==> config.mk <==
export PLATFORM = sky130hd
export DESIGN_NAME = pll_freq_meter
export DESIGN_NICKNAME = d
export VERILOG_FILES = /design/src/rtl/pll_freq_meter_pkg.sv /design/src/rtl/pll_freq_meter_ch.sv /design/src/rtl/pll_freq_meter.sv
export SDC_FILE = /design/constraint.sdc
export NUM_CORES = 1
export LEC_CHECK = 0
export CAP_MARGIN = 25
export CORE_UTILIZATION = 53
export DETAILED_ROUTE_END_ITERATION = 10
export GPL_ROUTABILITY_DRIVEN = 0
export GPL_TIMING_DRIVEN = 0
export PLACE_DENSITY = 0.77
export SLEW_MARGIN = 20
export SYNTH_ARGS = -nofsm -noshare
export SYNTH_HDL_FRONTEND = slang
export SYNTH_SLANG_ARGS = --single-unit
==> constraint.sdc <==
create_clock -name CLK -period 2.5 [get_ports CLK]
set_input_delay 0.25 -clock CLK [delete_from_list [all_inputs] [get_ports CLK]]
set_output_delay 0.25 -clock CLK [all_outputs]
set_load 0.005 [all_outputs]
==> src/rtl/pll_freq_meter_pkg.sv <==
// Shared types and defaults for the multi-channel PLL frequency meter.
package pll_freq_meter_pkg;

    typedef enum logic [1:0] {IDLE, SETTLE, GATE, LATCH} state_t;

    localparam int DEF_NCH         = 6;
    localparam int DEF_CNT_W       = 24;
    localparam int DEF_GATE_CYCLES = 1000000;
    localparam int DEF_SYNC_STAGES = 2;
    localparam int DEF_HB_BIT      = 21;

    function automatic int gate_cnt_w(input int cycles);
        return $clog2(cycles + 1);
    endfunction

endpackage

==> src/rtl/pll_freq_meter_ch.sv <==
// One measured channel: synchroniser, rising-edge detect, saturating gate counter, heartbeat.
module pll_freq_meter_ch
    import pll_freq_meter_pkg::*;
#(
    parameter int CNT_W       = DEF_CNT_W,
    parameter int SYNC_STAGES = DEF_SYNC_STAGES,
    parameter int HB_BIT      = DEF_HB_BIT
) (
    input  logic             CLK,
    input  logic             RST_N,
    input  logic             clk_in,
    input  logic             clr,
    input  logic             en,
    output logic [CNT_W-1:0] cnt_d,
    output logic             sat_d,
    output logic             hb
);

    logic [SYNC_STAGES-1:0] sync;
    logic                   hist;
    logic                   rise;
    logic [CNT_W-1:0]       cnt;
    logic                   sat;
    logic [HB_BIT:0]        hb_cnt;

    assign rise = sync[SYNC_STAGES-1] & ~hist;
    assign hb   = hb_cnt[HB_BIT];

    // cnt_d is exported so the top can latch the count including an edge on the last gate cycle
    always_comb begin
        cnt_d = cnt;
        sat_d = sat;
        if (clr) begin
            cnt_d = '0;
            sat_d = 1'b0;
        end else if (en && rise) begin
            if (&cnt) sat_d = 1'b1;
            else      cnt_d = cnt + 1'b1;
        end
    end

    always_ff @(posedge CLK or negedge RST_N) begin
        if (!RST_N) begin
            sync   <= '0;
            hist   <= 1'b0;
            cnt    <= '0;
            sat    <= 1'b0;
            hb_cnt <= '0;
        end else begin
            sync <= {sync[SYNC_STAGES-2:0], clk_in};
            hist <= sync[SYNC_STAGES-1];
            cnt  <= cnt_d;
            sat  <= sat_d;
            if (rise) hb_cnt <= hb_cnt + 1'b1;
        end
    end

endmodule

==> src/rtl/pll_freq_meter.sv <==
// Frequency meter for NCH asynchronous PLL outputs against CLK over a fixed gate window.
// Optional continuous mode: define PLL_FREQ_METER_CONT_EN.
module pll_freq_meter
    import pll_freq_meter_pkg::*;
#(
    parameter int NCH         = DEF_NCH,
    parameter int CNT_W       = DEF_CNT_W,
    parameter int GATE_CYCLES = DEF_GATE_CYCLES,
    parameter int SYNC_STAGES = DEF_SYNC_STAGES,
    parameter int HB_BIT      = DEF_HB_BIT
) (
    input  logic                 CLK,
    input  logic                 RST_N,
    input  logic [NCH-1:0]       I_CLKS,
    input  logic                 I_LOCKED,
    input  logic                 I_START,
    output logic                 O_BUSY,
    output logic                 O_VALID,
    output logic                 O_ERR,
    output logic [NCH*CNT_W-1:0] O_COUNT,
    output logic [NCH-1:0]       O_SAT,
    output logic [NCH-1:0]       O_HB
);

    localparam int GW = gate_cnt_w(GATE_CYCLES);
    localparam int SW = $clog2(SYNC_STAGES + 2);
    localparam logic [SW-1:0] SETTLE_LAST = SW'(SYNC_STAGES);
    localparam logic [GW-1:0] GATE_LAST   = GW'(GATE_CYCLES - 1);

    state_t                     state, state_nxt;
    logic                       err_nxt;
    logic [SYNC_STAGES-1:0]     lock_sync;
    logic                       lock_s;
    logic [SW-1:0]              settle_cnt;
    logic [GW-1:0]              gate_cnt;
    logic [NCH-1:0][CNT_W-1:0]  ch_cnt;
    logic [NCH-1:0]             ch_sat;
    logic                       latch_now;

    assign lock_s    = lock_sync[SYNC_STAGES-1];
    assign O_BUSY    = (state != IDLE);
    assign latch_now = (state == GATE) && (state_nxt == LATCH);

    for (genvar i = 0; i < NCH; i++) begin : g_ch
        pll_freq_meter_ch #(
            .CNT_W       (CNT_W),
            .SYNC_STAGES (SYNC_STAGES),
            .HB_BIT      (HB_BIT)
        ) u_ch (
            .CLK    (CLK),
            .RST_N  (RST_N),
            .clk_in (I_CLKS[i]),
            .clr    (state == SETTLE),
            .en     (state == GATE),
            .cnt_d  (ch_cnt[i]),
            .sat_d  (ch_sat[i]),
            .hb     (O_HB[i])
        );
    end

`ifdef PLL_FREQ_METER_CONT_EN
    logic unused_start;
    assign unused_start = I_START;
`endif

    // Lock loss is checked before gate completion so abort wins on the last gate cycle
    always_comb begin
        state_nxt = state;
        err_nxt   = 1'b0;
        case (state)
            IDLE: begin
`ifdef PLL_FREQ_METER_CONT_EN
                if (lock_s) state_nxt = SETTLE;
`else
                if (I_START) begin
                    if (lock_s) state_nxt = SETTLE;
                    else        err_nxt   = 1'b1;
                end
`endif
            end
            SETTLE: begin
                if (!lock_s) begin
                    state_nxt = IDLE;
                    err_nxt   = 1'b1;
                end else if (settle_cnt == SETTLE_LAST) begin
                    state_nxt = GATE;
                end
            end
            GATE: begin
                if (!lock_s) begin
                    state_nxt = IDLE;
                    err_nxt   = 1'b1;
                end else if (gate_cnt == GATE_LAST) begin
                    state_nxt = LATCH;
                end
            end
            LATCH: begin
`ifdef PLL_FREQ_METER_CONT_EN
                state_nxt = lock_s ? SETTLE : IDLE;
`else
                state_nxt = IDLE;
`endif
            end
            default: state_nxt = IDLE;
        endcase
    end

    always_ff @(posedge CLK or negedge RST_N) begin
        if (!RST_N) begin
            state      <= IDLE;
            lock_sync  <= '0;
            settle_cnt <= '0;
            gate_cnt   <= '0;
            O_VALID    <= 1'b0;
            O_ERR      <= 1'b0;
            O_COUNT    <= '0;
            O_SAT      <= '0;
        end else begin
            state      <= state_nxt;
            lock_sync  <= {lock_sync[SYNC_STAGES-2:0], I_LOCKED};
            settle_cnt <= (state == SETTLE) ? settle_cnt + 1'b1 : '0;
            gate_cnt   <= (state == GATE)   ? gate_cnt + 1'b1   : '0;
            O_ERR      <= err_nxt;
            O_VALID    <= latch_now;
            if (latch_now) begin
                O_COUNT <= ch_cnt;
                O_SAT   <= ch_sat;
            end
        end
    end

endmodule
==> results of run 1 <==
-- sequential cells by signal (all words and copies together), names as in the netlist --
register          cells
gate_cnt             20
settle_cnt            2
O_ERR                 1
g_ch.u_ch.cnt       144
O_COUNT             144
g_ch.u_ch.sat         6
state                 2
g_ch.u_ch.hb_cnt    132
O_VALID               1
O_SAT                 6
g_ch.u_ch.sync       12
g_ch.u_ch.hist        6
lock_sync             2
-- synth_stat cells, types with 8 or more instances --
cell type / count
mux2_1: 10
nor4_1: 22
buf_2: 11
clkbuf_1: 34
o21ai_0: 10
and4_1: 18
or3_1: 14
nand2_1: 172
xor2_1: 99
buf_4: 14
nand2b_1: 11
mux2_2: 98
inv_1: 24
nor3_1: 33
xnor2_1: 138
and2_1: 22
a21oi_1: 40
and3_1: 35
o31ai_1: 66
nor2_1: 188
nand4_1: 77
nand3b_1: 8
nand3_1: 108
nor2b_1: 21
ha_1: 18
or4_1: 8
dfrtp_1: 478
-- metrics by stage --
step | std cells | instance area, um^2 | total power, uW | hold WS (ns)
floorplan | 1877 | 21100 | 9490 | -0.0456
global placement | 2563 | 23500 | 10300 | 0.337
detailed placement | 2568 | 23600 | 10400 | 0.146
CTS | 2672 | 25600 | 17600 | 0.113
global route | 2684 | 26100 | 18300 | 0.119
finish | 2684 | 26100 | 17600 | 0.128
-- layout make-up --
cell class | count | area (um^2) | area share (%)
Buffer | 64 | 510 | 1.95
Clock buffer | 67 | 1410 | 5.41
Clock inverter | 19 | 159 | 0.608
Inverter | 25 | 109 | 0.417
Multi-Input combinational cell | 1305 | 9190 | 35.2
Sequential cell | 478 | 12000 | 45.8
Tap cell | 518 | 648 | 2.48
Timing Repair Buffer | 207 | 2120 | 8.12
Timing Repair inverter | 1 | 16.3 | 0.0622
-- layer usage --
| metal | global-route usage [%] | wire length (um) |
|---|---|---|
| met1 | 33.0 | 21500 |
| met2 | 40.4 | 24500 |
| met3 | 5.64 | 3330 |
| met4 | 8.74 | 1550 |
| met5 | 0 | 0 |
-- how the worst max path moves through the flow --
stage | from | endpoint | slack (ns) | cells past startpoint
after floorplan | state[1]$_DFF_PN0_ | O_COUNT[36]$_DFFE_PN0P_ | 0.06 | 9
after global placement | RST_N | g_ch[5].u_ch.hb_cnt[17]$_DFFE_PN0P_ | -19.29 | 1
after detailed placement | state[1]$_DFF_PN0_ | g_ch[3].u_ch.cnt[14]$_DFF_PN0_ | -1.49 | 8
after CTS | state[0]$_DFF_PN0_ | O_COUNT[47]$_DFFE_PN0P_ | -0.001 | 10
after global routing | state[0]$_DFF_PN0_ | O_COUNT[18]$_DFFE_PN0P_ | -0.07 | 9
final | state[0]$_DFF_PN0_ | O_COUNT[42]$_DFFE_PN0P_ | -0.003 | 9
-- cells by family after synthesis --
kind of cell	count (synthesis)
buffers and inverters	94
adders and majority gates	18
AOI/OAI and AO/OA	160
muxes	116
and+or+nand+nor	774
xor gates and xnor gates	237
DFF	478
-- timing repair --
action | 4_1_cts | 5_1_grt
endpoints found under the hold margin | 194 | 0
endpoints found under the setup margin | 274 | 194
buffers inserted | 20 | 11
cloned | 0 | 3
resized for setup | 69 | 100
hold buffers | 1 | 0
pin swaps | 12 | 17
-- layout by cell type (no fill, tap or decap), types with 8 or more instances in the layout --
| cell | instances |
|---|---|
| a21oi_1 | 32 |
| a21oi_2 | 8 |
| and2_1 | 22 |
| and3_1 | 34 |
| and4_1 | 18 |
| buf_2 | 8 |
| buf_4 | 33 |
| buf_6 | 8 |
| buf_8 | 10 |
| clkbuf_1 | 22 |
| clkbuf_16 | 50 |
| clkbuf_2 | 11 |
| clkbuf_8 | 14 |
| clkdlybuf4s50_1 | 167 |
| clkinv_2 | 12 |
| dfrtp_1 | 477 |
| ha_1 | 14 |
| inv_1 | 22 |
| mux2_1 | 9 |
| mux2_2 | 95 |
| nand2_1 | 170 |
| nand2b_1 | 9 |
| nand3_1 | 105 |
| nand3b_1 | 8 |
| nand4_1 | 77 |
| nor2_1 | 187 |
| nor2b_1 | 21 |
| nor3_1 | 27 |
| nor3_2 | 8 |
| nor4_1 | 12 |
| nor4_4 | 10 |
| o31ai_1 | 57 |
| or3_1 | 11 |
| xnor2_1 | 138 |
| xor2_1 | 99 |
-- where the power goes --
group	leakage, uW	switching (uW)	internal (uW)
combinational	0.00421	1440	649
sequential	0.00657	323	8050
clock	0.000778	3020	4150
total	0.0116	4780	12800
==> metrics, run 1 <==
Clock Skew=0.0183 ns; synthesized net count=1,905; DP Worst Slack=-1.49 ns; Mapped Avg Cell Area=11.3 um^2; sequential fraction of the synthesis area=56.6%; Synth Area in Compound Gates=5.35%; register bit total from synthesis=478; status=complete, but fails checks; XOR/XNOR Fraction of Synth Area=9.82%; relative slew slack=38.5%; Antenna diodes=0; HP Start=I_LOCKED; P&R area growth vs syn=23.6%; WL final=50,900 um; Mapped Cells=1,877; Die H=202 um; Filler Cells Inserted=2,804; Hold EP=lock_sync[0]$_DFF_PN0_; fin worst setup slack=-0.00277 ns; Ys Warns=0; layout cells sized above 1=17.0%; First-pass DRT Iterations=6; clk root buf=clkbuf_16; CP Class=register to register; vias in the first global route=15,749; Max Clk Rate=400 MHz; crit-path max cell delay=0.50 ns; nets@finish=2,158; Synth Area in Simple Gates=18.8%; H-tree levels=2; number of buffers added on ports=168; pwr/cell area=675 mW/mm^2; Setup crit end kind=register; Critical Path AT=2.94 ns; HPWL Detailed=34,000 um; core box area=0.0390 mm^2; Core Util, Final=67.0%; Leak=0.0116 uW; Hold WC Path Type=input pin to register; initial drt markers=972; I/O pin count=169; DRC=0; main combinational cell family by area after synthesis=simple AND/OR/NAND/NOR gates; Die Wd=202 um; Peak supply drop=506 uV; WP buf/inv=2; Post-Synth Adder-Cell Area=1.07%; first-pass GRT wire length=81,500 um; vias per inst=5.70; Main synth FF type=dfrtp_1; Syn Std Cell Area=0.0211 mm^2; final worst path period share=100%; Slowest-stage cell, CP=or3_4; RSZ-0062 raised after global routing=true; critical-path maximum fanout=6; Hold Path Depth=1; Startpoint Class=register; r2r setup slk=-0.003 ns; clock sinks=478; CTS buffer count=48; vias=15,293; Post-synth EDFFs=0; DRT antenna net count=0; crit-path cells=inv_4 > ha_4 > buf_8 > nand3b_1 > or3_4 > nor4_4 > xnor2_1 > nor2_1 > mux2_4; failing checks=negative setup slack; Data required, critical path=2.94 ns; Die Area=0.0407 mm^2; Yosys top cell area share=56.6%; largest area contributor in the netlist=dfrtp_1; max-slew violations=0; total gr overflow=0; Setup-failing EPs final=1; Tot GR Track Use=24.9%; Post-Route Setup TNS=-0.00277 ns; Final Hold Fails=0; Reg clk slew, reported paths=0.06 ns; clk_lat worst skew=0.56 ns; Max Cap Violations=0; TritonCTS clock tree=built; post-route minimum period=2.50 ns; post-synthesis cell type count=73; pin count of the biggest net entering global routing=100; initial antenna violation count=0; Reg2Reg Capture Point=O_COUNT[42]$_DFFE_PN0P_; Slew @ Worst Pin=0.923 ns; row count=72; CTS max path bufs=3; routed length per instance=18.9 um; initial core utilization=54.2%; reg-to-reg startpoint=state[0]$_DFF_PN0_; CP delay by family, top=simple AND/OR/NAND/NOR gates; ys async rst share=100%; Area contributors post-synth=dfrtp_1, xnor2_1, mux2_2, xor2_1, nor2_1; mux share of post-synthesis cell area=6.18%; Reg2Reg Depth=9
No activity file was read; power rests on OpenSTA's default activity.
==> inputs of run 2 (changes only) <==
--- a/config.mk
+++ b/config.mk
@@ -11,6 +11,7 @@
 export GPL_ROUTABILITY_DRIVEN = 0
 export GPL_TIMING_DRIVEN = 0
 export PLACE_DENSITY = 0.77
+export SETUP_SLACK_MARGIN = 0.02
 export SLEW_MARGIN = 20
 export SYNTH_ARGS = -nofsm -noshare
 export SYNTH_HDL_FRONTEND = slang
==> run 2 against run 1 <==
  * The run now ends clean
  * Clock power about the same
  * Cell count about the same
  * Register-to-register slack improved by 0.07 ns
  * Sequential share of layout area about the same
  * Worst setup slack improved by 0.071 ns
  * Maximum frequency increased by 2.9%
  * Core utilization decreased by 0.070 points
  * Via count decreased by 0.60%
  * Sequential power about the same
  * Non-clock buffer count decreased by 2
  * Die area unchanged
  * Critical endpoint is now O_COUNT[18]$_DFFE_PN0P_
  * Clock-buffer cell count unchanged
==> metrics, run 2 (same netlist as run 1, synthesis figures left out) <==
status=finished clean; core box area=0.0390 mm^2; initial antenna violation count=0; Die H=202 um; RSZ-0062 raised after global routing=true; first-pass GRT wire length=81,700 um; Sw Share=27.0%; most common cell after layout, fill and taps aside=dfrtp_1; Critical Path AT=2.87 ns; relative slew slack=36.5%; Tot GR Track Use=25.0%; HPWL Detailed=34,000 um; Max Clk Rate=411 MHz; CTS max path bufs=3; sequential fraction of design power=47.6%; Die Area=0.0407 mm^2; Leak=0.0115 uW; leading cell types in the layout, fill and taps excluded=dfrtp_1, nor2_1, nand2_1; row count=72; number of buffers added on ports=168; vias per inst=5.67; clk_lat worst skew=0.56 ns; WL final=50,500 um; Top Usage Layer GRT=met2; met2 Usage GRT=40.8%; clk root buf=clkbuf_16; initial core utilization=54.2%; Setup crit end kind=register; DRT antenna net count=0; vias=15,202; post-route minimum period=2.43 ns; H-tree levels=2; critical-path maximum fanout=6; crit-path cells=inv_4 > ha_4 > buf_8 > and3b_2 > nand3_2 > nor4_1 > xnor2_1 > nor2_1 > mux2_2; First-pass DRT Iterations=6; routed length per instance=18.8 um; crit-path max cell delay=0.46 ns; CP Class=register to register; layout cells sized above 1=17.0%; pwr/cell area=674 mW/mm^2; clock sinks=478; Peak supply drop=502 uV; Startpoint Class=register; grt met1 use=33.1%; Data required, critical path=2.94 ns; nets@finish=2,156; biggest regs=O_COUNT: 144 flops, g_ch.u_ch.cnt: 144 flops, g_ch.u_ch.hb_cnt: 132 flops; Reg clk slew, reported paths=0.07 ns; Clock Skew=0.0157 ns; CP delay by family, top=simple AND/OR/NAND/NOR gates; met3 usage=5.54%; max-slew violations=0; total gr overflow=0; final worst path period share=97.3%; Setup-failing EPs final=0; DP Worst Slack=-1.49 ns; initial drt markers=1,079; I/O pin count=169; CTS buffer count=48; Die Wd=202 um; Final Hold Fails=0; P_int=12,900 uW; WP buf/inv=2; Max Cap Violations=0; pin count of the biggest net entering global routing=100; Pwr Total=17,600 uW; Slowest-stage cell, CP=nor4_1; Sw Pwr=4750 uW; Clock Power Share=40.6%; Core Util, Final=66.9%; DRC=0; Antenna diodes=0; P&R area growth vs syn=23.5%; Hold WC Path Type=input pin to register; fin worst setup slack=0.0677 ns; Post-Route Setup TNS=0 ns; Slew @ Worst Pin=0.952 ns; Logic pwr share=11.9%; vias in the first global route=15,741; TritonCTS clock tree=built
run 2: cell types whose count changed in the layout (fill, tap and decap cells not counted), moves of 3 or more:
cell     before  now
o31ai_1      57   64
o31ai_2       7    1
buf_6         8   13
buf_8        10    6
nor3_1       27   24
run 2: path summary, 6_finish.rpt:
| path | from | cells after the start | slack [ns] | to |
|---|---|---|---|---|
| max | state[0]$_DFF_PN0_ | 9 | 0.07 | O_COUNT[18]$_DFFE_PN0P_ |
| min | I_LOCKED | 1 | 0.13 | lock_sync[0]$_DFF_PN0_ |
| max reg2reg | state[0]$_DFF_PN0_ | 9 | 0.07 | O_COUNT[18]$_DFFE_PN0P_ |
| min reg2reg | g_ch[5].u_ch.sync[0]$_DFF_PN0_ | 0 | 0.35 | g_ch[5].u_ch.sync[1]$_DFF_PN0_ |
| max in group asynchronous | RST_N | 4 | 1.09 | state[0]$_DFF_PN0_ |
| min in group asynchronous | RST_N | 2 | 0.15 | O_COUNT[1]$_DFFE_PN0P_ |
run 2: metrics by stage:
stage	hold WS, ns	instance area [um^2]	std cells
4_1_cts	0.113	25600	2674
2_1_floorplan	-0.0456	21100	1877
6_report	0.130	26100	2682
3_3_place_gp	0.337	23500	2563
3_5_place_dp	0.146	23600	2568
5_1_grt	0.119	26100	2682
run 2: cell type report:
type | count | area [um^2]
plain buffers | 64 | 487
clock buffers | 67 | 1410
clock inverters | 19 | 159
fillers | 2809 | 12900
inverters | 25 | 109
multi-input cells | 1305 | 9190
flip-flops and latches | 478 | 12000
well taps | 518 | 648
repair buffers | 205 | 2120
repair inverters | 1 | 11.3
run 2: worst register-to-register path, stage by stage (launching register included):
cell     delay (ns)
dfrtp_2        0.44
inv_4          0.09
ha_4           0.17
buf_8          0.15
and3b_2        0.32
nand3_2        0.18
nor4_1         0.46
xnor2_1        0.17
nor2_1         0.08
mux2_2         0.27
run 2: power by group through the flow:
stage	Combinational [uW]	Sequential [uW]	Clock (uW)
detailed placement	1900	8490	0
finish	2090	8370	7150
global route	2260	8420	7580
global placement	1820	8490	0
CTS	1990	8360	7280
floorplan	1060	8430	0
run 2: repair_timing:
action	CTS	global route
hold buffers	1	0
setup endpoints to repair	275	204
gates cloned	1	2
pin swaps	12	12
setup buffers	21	8
endpoints found under the hold margin	194	0
gates resized for setup	81	84
run 2: routing by layer:
metal	part of all wire (%)	wire length, um
met4	3.1	1550
met2	48	24200
met1	43	21600
met3	6.4	3220
met5	0	0
==> inputs of run 3 (changes only) <==
--- a/config.mk
+++ b/config.mk
@@ -5,8 +5,9 @@
 export SDC_FILE = /design/constraint.sdc
 export NUM_CORES = 1
 export LEC_CHECK = 0
+export ABC_AREA = 1
 export CAP_MARGIN = 25
-export CORE_UTILIZATION = 53
+export CORE_UTILIZATION = 54
 export DETAILED_ROUTE_END_ITERATION = 10
 export GPL_ROUTABILITY_DRIVEN = 0
 export GPL_TIMING_DRIVEN = 0
==> run 3 against run 2 <==
  * Final area rose by 6.9%
  * Register-to-register slack better by 0.07 ns
  * Critical path depth fell by 1
  * Maximum frequency up 3.0%
  * Die area up 9.1%
  * Power is 0.98% higher
  * Critical path type unchanged
  * Largest power group unchanged
  * Highest routed layer unchanged
==> metrics, run 3 <==
status=finished clean; Clock Skew=0.0185 ns; most common cell after layout, fill and taps aside=nand2_1; RSZ-0062 raised after global routing=false; Multi-input gate area=0.00982 mm^2; Hold WC Path Type=input pin to asynchronous set/reset pin; Reg clk slew, reported paths=0.06 ns; initial drt markers=1,859; total gr overflow=0; WHS=0.0590 ns; CTS max path bufs=3; Yosys top cell area share=50.9%; Die Area=0.0444 mm^2; ys async rst share=100%; initial antenna violation count=0; Area contributors post-synth=dfrtp_1, nand2_1, inv_1, nand3_1, nor2_1; WL final=59,200 um; Max Cap Violations=0; layout cells sized above 1=6.48%; First-pass DRT Iterations=5; DRT antenna net count=0; clock sinks=478; Pwr Total=17,800 uW; pin count of the biggest net entering global routing=103; DRC=0; I/O pin count=169; max-slew violations=0; critical-path maximum fanout=10; HPWL Detailed=42,000 um; Syn Std Cell Area=0.0235 mm^2; initial core utilization=54.7%; H-tree levels=2; Data required, critical path=3.01 ns; Critical Path AT=2.87 ns; Slew @ Worst Pin=0.933 ns; relative slew slack=37.8%; CP Class=register to register; Mapped Cells=2,972; final worst path period share=94.4%; Seq. cell area=0.0120 mm^2; Peak supply drop=460 uV; Die H=211 um; Setup crit end kind=register; Post-Route Setup TNS=0 ns; vias in the first global route=19,460; Setup-failing EPs final=0; Mapped Avg Cell Area=7.91 um^2; vias per inst=5.27; Ys Warns=0; Post-synth top cells=nand2_1, dfrtp_1, inv_1, nor2_1, nand3_1; post-route minimum period=2.36 ns; number of buffers added on ports=168; largest area contributor in the netlist=dfrtp_1; Post-synth EDFFs=0; fin worst setup slack=0.139 ns; row count=76; Filler Cells Inserted=3,598; CTS buffer count=49; DP Worst Slack=-0.304 ns; Design Area, Final=0.0279 mm^2; TritonCTS clock tree=built; Final Hold Fails=0; nets@finish=3,230; core box area=0.0430 mm^2; biggest regs=O_COUNT: 144 flops, g_ch.u_ch.cnt: 144 flops, g_ch.u_ch.hb_cnt: 132 flops; pwr/cell area=637 mW/mm^2; sequential fraction of the synthesis area=50.9%; leading cell types in the layout, fill and taps excluded=nand2_1, dfrtp_1, inv_1; clk root buf=clkbuf_16; count leader, synth=nand2_1; Main synth FF type=dfrtp_1; routed length per instance=15.5 um; synthesized net count=3,000; Startpoint Class=register; register bit total from synthesis=478; post-synthesis cell type count=40; Max Clk Rate=424 MHz; P&R area growth vs syn=18.6%; Tot GR Track Use=27.2%; Antenna diodes=0; first-pass GRT wire length=97,400 um; Leak=0.0138 uW; vias=20,157; Die Wd=211 um; placed cell area=0.0261 mm^2; clk_lat worst skew=0.59 ns
-- run 3: cell count changes after synthesis, sizes merged, moves of 88 or more --
cell	delta
nand2	+732
inv	+334
nor2	+186
nand3	+161
mux2	-110
o21ai	+88
-- run 3: power breakdown --
| group | switching [uW] | internal, uW | leakage (uW) |
|---|---|---|---|
| Clock | 3040 | 4480 | 0.000804 |
| Combinational | 1370 | 546 | 0.00637 |
| Sequential | 296 | 8050 | 0.00658 |
| Total | 4700 | 13100 | 0.0138 |
-- run 3: critical path, cell delays in order (launching register included) --
cell      delay [ns]
dfrtp_1         0.42
inv_1           0.10
ha_1            0.19
clkbuf_4        0.20
inv_1           0.13
clkbuf_1        0.30
clkbuf_2        0.48
o211ai_1        0.28
o21ai_1         0.20
-- run 3: final timing paths --
path                                                startpoint                                  end  slack, ns  depth (start not counted)
worst max-delay path                        state[1]$_DFF_PN0_              O_COUNT[25]$_DFFE_PN0P_       0.14                          8
worst min-delay path                                     RST_N  g_ch[1].u_ch.hb_cnt[21]$_DFFE_PN0P_       0.06                          2
worst max register to register              state[1]$_DFF_PN0_              O_COUNT[25]$_DFFE_PN0P_       0.14                          8
worst min register to register  g_ch[5].u_ch.sync[0]$_DFF_PN0_       g_ch[5].u_ch.sync[1]$_DFF_PN0_       0.35                          0
max in group asynchronous                                RST_N       g_ch[1].u_ch.cnt[11]$_DFF_PN0_       1.27                          4
min in group CLK                                     I_CLKS[0]       g_ch[0].u_ch.sync[0]$_DFF_PN0_       0.11                          1
-- run 3: area by class of cell --
type | count | share of cell area, %
flip-flops and latches | 478 | 42.9
plain buffers | 78 | 1.76
multi-input cells | 2055 | 35.2
clock inverters | 14 | 0.744
repair buffers | 179 | 6.80
inverters | 361 | 4.86
well taps | 585 | 2.62
clock buffers | 74 | 5.16
-- run 3: cells by family after synthesis --
logic type                 synth area share (%)
adders and majority gates                 0.958
DFF                                        50.9
and+or+nand+nor                            31.1
AOI/OAI and AO/OA                          4.01
xor gates and xnor gates                   5.55
buffers and inverters                      7.58
-- run 3: metal layers --
metal / track usage [%] / part of all wire, % / wire [um] / vias to the layer above
met5: 0 / 0 / 0 / -
met4: 10.5 / 3.6 / 2150 / 0
met3: 3.93 / 5.9 / 3480 / 131
met2: 43.8 / 46 / 27400 / 617
met1: 37.3 / 44 / 26200 / 9621
li1: - / - / - / 9788
-- run 3: stage by stage --
stage | util [%] | std cells
after floorplan | - | 2972
after global placement | 60.3 | 3725
after detailed placement | 60.7 | 3730
after CTS | 64.7 | 3821
after global routing | 64.9 | 3824
final | 64.9 | 3824
-- run 3: repair_timing --
item / 4_1_cts / 5_1_grt
buffers inserted: 2 / 3
endpoints found under the setup margin: 78 / 122
pin swaps: 1 / 1
hold buffers: 1 / 0
resized for setup: 10 / 40
hold endpoints to repair: 198 / 0
